File: config.mk
export PLATFORM = sky130hd
export DESIGN_NAME = note_seq
export DESIGN_NICKNAME = d
export VERILOG_FILES = /design/src/rtl/note_seq.sv
export SDC_FILE = /design/constraint.sdc
export NUM_CORES = 1
export LEC_CHECK = 0
export BUFFER_PORTS_ARGS = -buffer_cell sky130_fd_sc_hd__buf_4
export CAP_MARGIN = 20
export CORE_ASPECT_RATIO = 1.4
export CORE_MARGIN = 10
export CORE_UTILIZATION = 40
export CTS_BUF_LIST = sky130_fd_sc_hd__clkbuf_16
export CTS_CLUSTER_SIZE = 12
export DETAILED_ROUTE_END_ITERATION = 12
export GPL_TIMING_DRIVEN = 0
export MAX_ROUTING_LAYER = met4
export PLACE_DENSITY = 0.69
export SLEW_MARGIN = 25
export SYNTH_ARGS = -nofsm -noshare
export SYNTH_HDL_FRONTEND = slang
export SYNTH_SLANG_ARGS = --single-unit
File: constraint.sdc
create_clock -name clk -period 2.9 [get_ports clk]
set_clock_uncertainty 0.05 [all_clocks]
set_input_delay 0.29 -clock clk [delete_from_list [all_inputs] [get_ports clk]]
set_output_delay 0.29 -clock clk [all_outputs]
set_load 0.02 [all_outputs]
File: src/rtl/note_seq.sv
// note_seq: FIFO-backed note sequencer feeding beep's mode input.
// Entries play back-to-back, timed by the 10 ms tick from timer.
module note_seq #(
    parameter int DEPTH     = 16,
    parameter int AW        = 4,
    parameter int GAP_TICKS = 1
) (
    input  logic        clk,
    input  logic        reset,
    input  logic        tick,
    input  logic        push,
    input  logic [15:0] pushdata,
    input  logic        flush,
    output logic [31:0] status,
    output logic [7:0]  mode
);

    typedef enum logic [1:0] {
        IDLE,
        LOAD,
        PLAY,
        GAP
    } state_t;

    localparam logic [AW:0] FULL_CNT = (AW + 1)'(DEPTH);
    localparam logic [11:0] GAP_INIT = 12'(GAP_TICKS);

    state_t        state;
    logic [15:0]   mem [DEPTH];
    logic [AW-1:0] wptr;
    logic [AW-1:0] rptr;
    logic [AW:0]   count;
    logic          overflow;
    logic [3:0]    note_r;
    logic [11:0]   dur_r;
    logic [11:0]   remaining;
    logic [11:0]   gap_cnt;

    logic empty;
    logic full;
    logic busy;
    logic push_ok;
    logic pop;

    assign empty   = (count == '0);
    assign full    = (count == FULL_CNT);
    assign busy    = (state != IDLE) || !empty;
    assign push_ok = push && !full && !flush;
    assign pop     = (state == IDLE) && !empty && !flush;

    // decoded purely from registers, so push never reaches status combinationally
    assign status = {23'h0, overflow, busy, full, empty, 5'(count)};

    function automatic logic [7:0] note_mode(input logic [3:0] n);
        return (n >= 4'd1 && n <= 4'd13) ? {4'h0, n} : 8'h00;
    endfunction

    always_ff @(posedge clk) begin
        if (push_ok) begin
            mem[wptr] <= pushdata;
        end
    end

    always_ff @(posedge clk or negedge reset) begin
        if (!reset) begin
            wptr     <= '0;
            rptr     <= '0;
            count    <= '0;
            overflow <= 1'b0;
        end else if (flush) begin
            wptr     <= '0;
            rptr     <= '0;
            count    <= '0;
            overflow <= 1'b0;
        end else begin
            if (push_ok) begin
                wptr <= wptr + AW'(1);
            end
            if (pop) begin
                rptr <= rptr + AW'(1);
            end
            if (push_ok && !pop) begin
                count <= count + (AW + 1)'(1);
            end else if (!push_ok && pop) begin
                count <= count - (AW + 1)'(1);
            end
            // a push into a full FIFO is lost even if a pop frees a slot
            if (push && full) begin
                overflow <= 1'b1;
            end
        end
    end

    always_ff @(posedge clk or negedge reset) begin
        if (!reset) begin
            state     <= IDLE;
            mode      <= 8'h00;
            note_r    <= '0;
            dur_r     <= '0;
            remaining <= '0;
            gap_cnt   <= '0;
        end else if (flush) begin
            state <= IDLE;
            mode  <= 8'h00;
        end else begin
            unique case (state)
                IDLE: begin
                    mode <= 8'h00;
                    if (pop) begin
                        note_r <= mem[rptr][15:12];
                        dur_r  <= mem[rptr][11:0];
                        state  <= LOAD;
                    end
                end
                LOAD: begin
                    if (dur_r == 12'd0) begin
                        state <= IDLE;
                    end else begin
                        mode      <= note_mode(note_r);
                        remaining <= dur_r;
                        state     <= PLAY;
                    end
                end
                PLAY: begin
                    if (tick) begin
                        remaining <= remaining - 12'd1;
                        if (remaining == 12'd1) begin
                            mode <= 8'h00;
                            if (GAP_TICKS > 0) begin
                                gap_cnt <= GAP_INIT;
                                state   <= GAP;
                            end else begin
                                state <= IDLE;
                            end
                        end
                    end
                end
                GAP: begin
                    mode <= 8'h00;
                    if (tick) begin
                        gap_cnt <= gap_cnt - 12'd1;
                        if (gap_cnt == 12'd1) begin
                            state <= IDLE;
                        end
                    end
                end
            endcase
        end
    end

endmodule
# == Word level (Yosys, flattened, before mapping) ==
# Memory sizes are Yosys's and may differ from the RTL's. A register that Yosys moved wholly into a read port is not among the register bits.
# Cells that the tools add are included.
# W data, S select, Z words.
# op_classes
order_cmp,2
n_addsub,6
eq_ne,16
n_bitwise,1
reduce_logical,31
n_mux,32
# ops
op,n
$mux W12,5
$pmux W12 S2,2
$mux W8,4
$eq A12 B1 Y1 const B,2
$pmux W8 S3,1
$sub A12 B1 Y12 const B,2
$mux W4,5
$ne A3 B3 Y1 const B,6
$mux W5,3
$mux W2,7
$logic_not A12 Y1,1
$reduce_bool A2 Y1,6
$reduce_and A5 Y1,2
$add A4 B1 Y4 const B,2
$logic_and A1 B1 Y1,8
$ne A2 B2 Y1 const B,4
$pmux W2 S4,1
$logic_not A1 Y1,6
$reduce_and A3 Y1,2
$add A5 B1 Y5 const B,1
$eq A5 B5 Y1 const B,1
$logic_not A5 Y1,1
$sub A5 B1 Y5 const B,1
$eq A2 B2 Y1 const B,2
other kinds (10),13
# totals
out_inout_bits,40
inputBits,21
memories,1
ram_bits,256
word_cells,97
register_bits,48
# mem_list
memory,depth,width,read_ports,rd_ports_with_merged_regs,write_ports,line_no,rtl
mem,16,16,1,1,1,29,logic [15:0] mem [DEPTH];

# == Longest topological paths before layout ==
# Gate-level depths: netlist of the first run.
# depth
depth_word,9
mapped_depth,9

# == Worst setup path before layout of the first run ==
# Ideal clock, no wire load.
# synth_timing
path_kind,flip-flop to flip-flop
start,reg count[0]
end,reg count[4]
required_time_ns,2.768
stages_incl_launch_ff,10
path_buffers,1
arrival_time_ns,2.774
setup_slack_ns,-0.006
synth_period_minus_slack_ns,2.906
path_cell_list,dfrtp_1 -> or4_4 -> buf_2 -> o21ai_0 -> nand3_1 -> ha_1 -> a21oi_1 -> a21oi_1 -> a211o_1 -> a31oi_1
# synth_via
elab_chain_cells,8
elab_cells_between_ends,18
# synth_rtl
item,line_no,rtl
from (decl),32,logic [AW:0] count;
from (signal assigned),83,count <= count + (AW + 1)'(1);
from (signal assigned),85,count <= count - (AW + 1)'(1);
"parallel branches: the longest is 8 deep, another holds $sub A5 B1 Y5",-,
# Parallel ways; which one is timed is not known. The select of a mux whose other input is x is not followed.
# A chain may end at the register's enable or synchronous reset.

# == Worst setup path after layout of the first run ==
# Ends and elaborated chain as after synthesis.

==> impl_metrics.yaml, run 1 <==
yosys:
  synthAdderAreaFrac: 0.0136
  synth_cell_types: 72
  synth_largest_area_cell: "edfxtp_1"
  syn_area_um2: 13400
  synth_async_sr_flop_share: 0.190
  yosysSeqAreaShare: 0.684
  yosys-top-cells-area: "edfxtp_1 57%, dfrtp_1 11%, mux4_2 11%"
  synth_mux_area_frac: 0.141
  syn_inst: 795
  synth_edf_count: 256
  synth_top_cell_area_share: 0.573
  synth_area_per_cell_um2: 16.9
  synthXorXnorAreaFrac: 0.00391
  synth_compound_area_frac: 0.0586
  yosys_warnings: 0
  synth_top_family_by_area: "multiplexers"
  synth_ff_type: "edfxtp_1"
  ys_ff_latch: 316
  synth-simple-area-share: 0.0622
power_and_ir_drop:
  irDropWorstVdd_v: 0.000418
  leakage_uw: 0.00536
  powerDensity_nw_per_um2: 824
finish:
  fin_cells: 1382
  final_common_cell: "edfxtp_1"
  syn_to_final_growth_pct: 17.3
  finalNetCount: 948
  final_cell_mix: "256 x edfxtp_1, 71 x buf_4, 64 x mux4_2, 58 x dfrtp_1, 43 x mux2i_1"
  drive_gt1_frac: 0.254
  fill_cells: 2810
  fin_area_um2: 15800
  num_antenna_cells: 0
global_route:
  grt_pass1_vias: 7927
  grt_antenna_before_repair: 0
  grt_max_degree: 61
  grt_overflow: 0
  grtUsageTotal: 0.150
  grt_pass1_wl_um: 47000
job:
  drv_cap: 0
sta:
  slew_violations: 0
  rsz0062_at_grt: "no"
  fmaxAchievable_ghz: 0.361
  slew_headroom: 0.320
  fin_crit_sh: 0.955
  report.final.setup_viol: 0
  tightest_slew_ns: 1.02
  fin_crit_ns: 2.77
  layout_setup_ws_ns: 0.131
  final-hold-violation-count: 0
worst_setup_path:
  critPathMaxFanout: 10
  worstRegToRegCells: 9
  cp-end-kind: "register"
  crit_type: "register to register"
  critPathLaunchType: "register"
  worstPathArrival_ns: 3.20
  cp.required_ns: 3.33
die:
  initial_core_util: 0.404
  die_h_um: 237
  io_pins: 61
  fp.dieW_um: 175
  core_area_um2: 33200
  die-area_um2: 41400
  rows: 79
placed_design:
  place_inst: 1299
  gp_congestion: 0.858
  dp_slack_ns: -0.241
  numPortBuffers: 32
  hpwl_um: 19600
  dpl_cell_area_um2: 14500
cts:
  cts_max_level: 1
  cts_buffers: 31
  cts_sinks: 316
  cts.clk_slew.worst_paths_ns: 0.07
  clock_path_buffers: 3
  cts_root_buf: "clkbuf_16"
  tritoncts: "yes"
  worstSkewPairLatency_ns: 0.56
route:
  viasPerCell: 5.40
  drt_drc_violations_left: 0
  via_count: 7457
  drtPass1Iterations: 5
  final_antenna_net_count: 0
  drtIter0Drc: 575
  routed_wl_um: 30500
  wl_per_cell_um: 22.1
run_status:
  status: "finished clean"
worst_hold_path:
  min_path_cells: 1
  hp-class: "input port to register"
-- Yosys cell counts (all sizes together), types with 3 or more instances --
library cell / count
edfxtp: 256
mux4: 64
dfrtp: 60
buf: 52
mux2i: 43
nand2: 42
nor2: 39
a21oi: 21
clkbuf: 20
inv: 18
o221ai: 17
nand3: 16
ha: 13
o31ai: 13
o21ai: 10
or4: 9
a31oi: 7
nor4: 6
o2bb2ai: 6
or3: 6
nor3: 5
and3: 4
and4: 4
nand2b: 4
nand4: 4
o211ai: 4
a21boi: 3
nor2b: 3
or4b: 3
xnor2: 3
xor2: 3
-- worst paths after layout --
path                             start   endpoint  slack, ns
max                           count[0]   count[4]       0.13
min in group asynchronous        reset   overflow       0.32
min                        pushdata[6]  mem[3][6]       0.01
min reg2reg                   overflow   overflow       0.45
max reg2reg                   count[0]   count[4]       0.13
max in group asynchronous        reset   count[0]       1.90
-- power by group --
group / leakage [uW] / switching, uW / total, uW / internal [uW]
Sequential: 0.00307 / 436 / 5720 / 5280
Clock: 0.000518 / 1630 / 3630 / 2000
Combinational: 0.00177 / 2000 / 3620 / 1630
-- cells by family (layout without fill, tap and decap cells) --
kind of cell             Yosys count  count (layout)
XOR/XNOR                           6               6
buffers and inverters             90             206
multiplexers                     109             109
flip-flops                       316             316
AO/OA/AOI/OAI                    103             103
adder cells (fa/ha/maj)           14              14
AND/OR/NAND/NOR                  156             156
other                              1              27
-- worst max-delay path: stages, from the launching register on --
cell	delay, ns
dfrtp_2	0.45
or4_4	0.57
buf_2	0.21
o21ai_4	0.20
nand3_4	0.16
ha_4	0.35
nand3_1	0.12
and2_1	0.19
a211o_1	0.26
a31oi_1	0.13
-- routing by layer --
| metal | routed length (um) | GRT usage | share of wire |
|---|---|---|---|
| met2 | 16700 | 0.268 | 0.55 |
| met1 | 11300 | 0.162 | 0.37 |
| met4 | 951 | 0.0597 | 0.031 |
| met3 | 1600 | 0.0237 | 0.052 |
| met5 | 0 | - | 0 |
-- repair_timing --
item,CTS,global route
pin swaps,0,11
hold buffers,13,0
setup endpoints to repair,3,114
gates cloned,0,0
hold endpoints to repair,228,0
gates resized for setup,7,6
buffers inserted,0,13
-- per-stage QoR --
stage	power, uW	TNS, ns	hold WS [ns]	util
3_3_place_gp	9180	-89.11	0.394	0.431
5_1_grt	13600	0	0.00474	0.474
4_1_cts	13000	0	0.00273	0.467
2_1_floorplan	8200	0	-0.0556	-
6_report	13000	0	0.0116	0.474
3_5_place_dp	9290	-0.313	0.392	0.435
-- layout make-up --
| class | count | area (um^2) | share of cell area |
|---|---|---|---|
| Clock buffer | 31 | 776 | 0.0492 |
| Tap cell | 445 | 557 | 0.0353 |
| Buffer | 72 | 415 | 0.0264 |
| Inverter | 18 | 67.6 | 0.00429 |
| Timing Repair Buffer | 59 | 583 | 0.0370 |
| Clock inverter | 26 | 130 | 0.00826 |
| Multi-Input combinational cell | 415 | 4030 | 0.256 |
| Sequential cell | 316 | 9190 | 0.584 |
-- state kept, by name, indices dropped and copies added, names as in the netlist --
register and count:
mem 256, state 2, count 5, note_r 4, mode 4, remaining 12
wptr 4, gap_cnt 12, dur_r 12, rptr 4, overflow 1
No activity file was read; power rests on OpenSTA's default activity.
==> run 2, diff against run 1 <==
--- a/config.mk
+++ b/config.mk
@@ -8,7 +8,7 @@
 export BUFFER_PORTS_ARGS = -buffer_cell sky130_fd_sc_hd__buf_4
 export CAP_MARGIN = 20
 export CORE_ASPECT_RATIO = 1.4
-export CORE_MARGIN = 10
+export CORE_MARGIN = 5
 export CORE_UTILIZATION = 40
 export CTS_BUF_LIST = sky130_fd_sc_hd__clkbuf_16
 export CTS_CLUSTER_SIZE = 12
==> run 2 against run 1 <==
Net effect: hold slack worse by 0.0031 ns; combinational power is 2% lower; first-iteration DRC count is 24% higher; register-to-register slack worse by 0.02 ns; routed wire length is 2.5% lower; utilization is 0.68 points lower; via count is 1.2% lower; sequential share of layout area is 0.85 points higher; non-clock buffer count is 12 lower; critical endpoint unchanged; largest cell class unchanged; largest power group unchanged.
==> impl_metrics.yaml, run 2 (synthesized netlist as in run 1, its figures left out) <==
run_status:
  status: "finished clean"
sta:
  final-hold-violation-count: 0
  layout_setup_ws_ns: 0.110
  tightest_slew_ns: 1.06
  slew_violations: 0
  fin_crit_sh: 0.962
  fin_crit_ns: 2.79
  rsz0062_at_grt: "yes"
  report.final.setup_viol: 0
  slew_headroom: 0.291
  fmaxAchievable_ghz: 0.358
  setup_tns_ns: 0
die:
  core_area_um2: 33200
  die-area_um2: 37400
  io_pins: 61
  initial_core_util: 0.404
  die_h_um: 227
  fp.dieW_um: 165
  rows: 79
worst_setup_path:
  worstPathArrival_ns: 3.21
  slowest_delay_ns: 0.58
  path_cells: "or4_4 > buf_2 > o21ai_4 > nand3_4 > ha_1 > nand3_1 > and2_1 > a211o_1 > a31oi_1"
  rr_startpoint: "count[0]"
  startpoint: "count[0]"
  critPathLaunchType: "register"
  critPathMaxFanout: 10
  cp_slowest_cell: "or4_4"
  cp.required_ns: 3.32
  crit_type: "register to register"
  cp-end-kind: "register"
finish:
  fill_cells: 2851
  largest_register_ffs: 256
  syn_to_final_growth_pct: 15.6
  final_cell_mix: "256 x edfxtp_1, 66 x buf_4, 64 x mux4_2, 58 x dfrtp_1, 43 x mux2i_1"
  largest_register: "mem"
  num_antenna_cells: 0
  drive_gt1_frac: 0.239
  post-route-util: 0.467
  finalNetCount: 936
  fin_area_um2: 15500
  final_common_cell: "edfxtp_1"
route:
  routed_wl_um: 29700
  drtPass1Iterations: 7
  drt_drc_violations_left: 0
  final_antenna_net_count: 0
  wl_per_cell_um: 21.7
  viasPerCell: 5.38
  drtIter0Drc: 714
  via_count: 7368
cts:
  cts_max_level: 1
  cts_sinks: 316
  cts_root_buf: "clkbuf_16"
  cts_buffers: 31
  cts.clk_slew.worst_paths_ns: 0.06
  clock_path_buffers: 3
  worstSkewPairLatency_ns: 0.56
  tritoncts: "yes"
power_and_ir_drop:
  irDropWorstVdd_v: 0.000397
  finalPower_uw: 12800
  powerDensity_nw_per_um2: 821
  leakage_uw: 0.00526
placed_design:
  gp_congestion: 0.838
  dpl_cell_area_um2: 14400
  numPortBuffers: 32
  hpwl_um: 19200
  dp_slack_ns: -0.229
global_route:
  grt_pass1_wl_um: 45800
  grt_max_degree: 61
  grt_overflow: 0
  grtUsageTotal: 0.166
  grt_antenna_before_repair: 0
  grt_pass1_vias: 7789
worst_hold_path:
  hp-start: "pushdata[10]"
  hp-class: "input port to register"
job:
  drv_cap: 0
-- run 2: layout make-up --
type | count | area (um^2) | area share
buffer | 72 | 414 | 0.0267
clock inverter | 26 | 105 | 0.00677
timing repair buffer | 47 | 400 | 0.0258
sequential | 316 | 9190 | 0.592
clock buffer | 31 | 776 | 0.0500
tap | 445 | 557 | 0.0359
multi-input combinational | 415 | 4020 | 0.259
inverter | 18 | 67.6 | 0.00435
-- run 2: worst max-delay path: cells and delay by family (launching register included) --
kind / cells / cell delay (ns)
compound gates: 3 / 0.62
fa+ha+maj: 1 / 0.35
buf+inv: 1 / 0.21
flops: 1 / 0.46
simple gates: 4 / 1.01
-- run 2: worst paths after layout --
check                              to  slack, ns  depth (start not counted)
max                          count[4]       0.11                          9
min                        mem[4][10]      0.008                          1
max reg2reg                  count[4]       0.11                          9
min reg2reg                   mode[1]       0.46                          1
max in group asynchronous    count[0]       1.89                          2
min in group asynchronous    overflow       0.33                          2
-- run 2: layer usage --
layer | routed length (um) | global-route usage | vias to the layer above
met1 | 10800 | 0.185 | 3761
li1 | - | - | 3316
met2 | 16300 | 0.302 | 230
met5 | 0 | - | -
met4 | 920 | 0.0577 | 0
met3 | 1650 | 0.0255 | 61
-- run 2: repair_timing --
action | CTS | global route
endpoints found under the hold margin | 267 | 0
buffers inserted | 0 | 1
gates resized for setup | 5 | 4
pin swaps | 0 | 2
endpoints found under the setup margin | 2 | 2
hold buffers | 14 | 0
-- run 2: per-stage QoR --
stage | hold WS (ns) | std cells
2_1_floorplan | -0.0556 | 821
3_3_place_gp | 0.400 | 1298
3_5_place_dp | 0.402 | 1298
4_1_cts | 0.0000485 | 1369
5_1_grt | 0.0136 | 1370
6_report | 0.00845 | 1370
-- run 2: report_power, final --
group | total [uW] | internal (uW) | leakage (uW) | switching, uW
clock | 3500 | 1910 | 0.000513 | 1580
combinational | 3540 | 1570 | 0.00168 | 1960
sequential | 5720 | 5280 | 0.00307 | 434
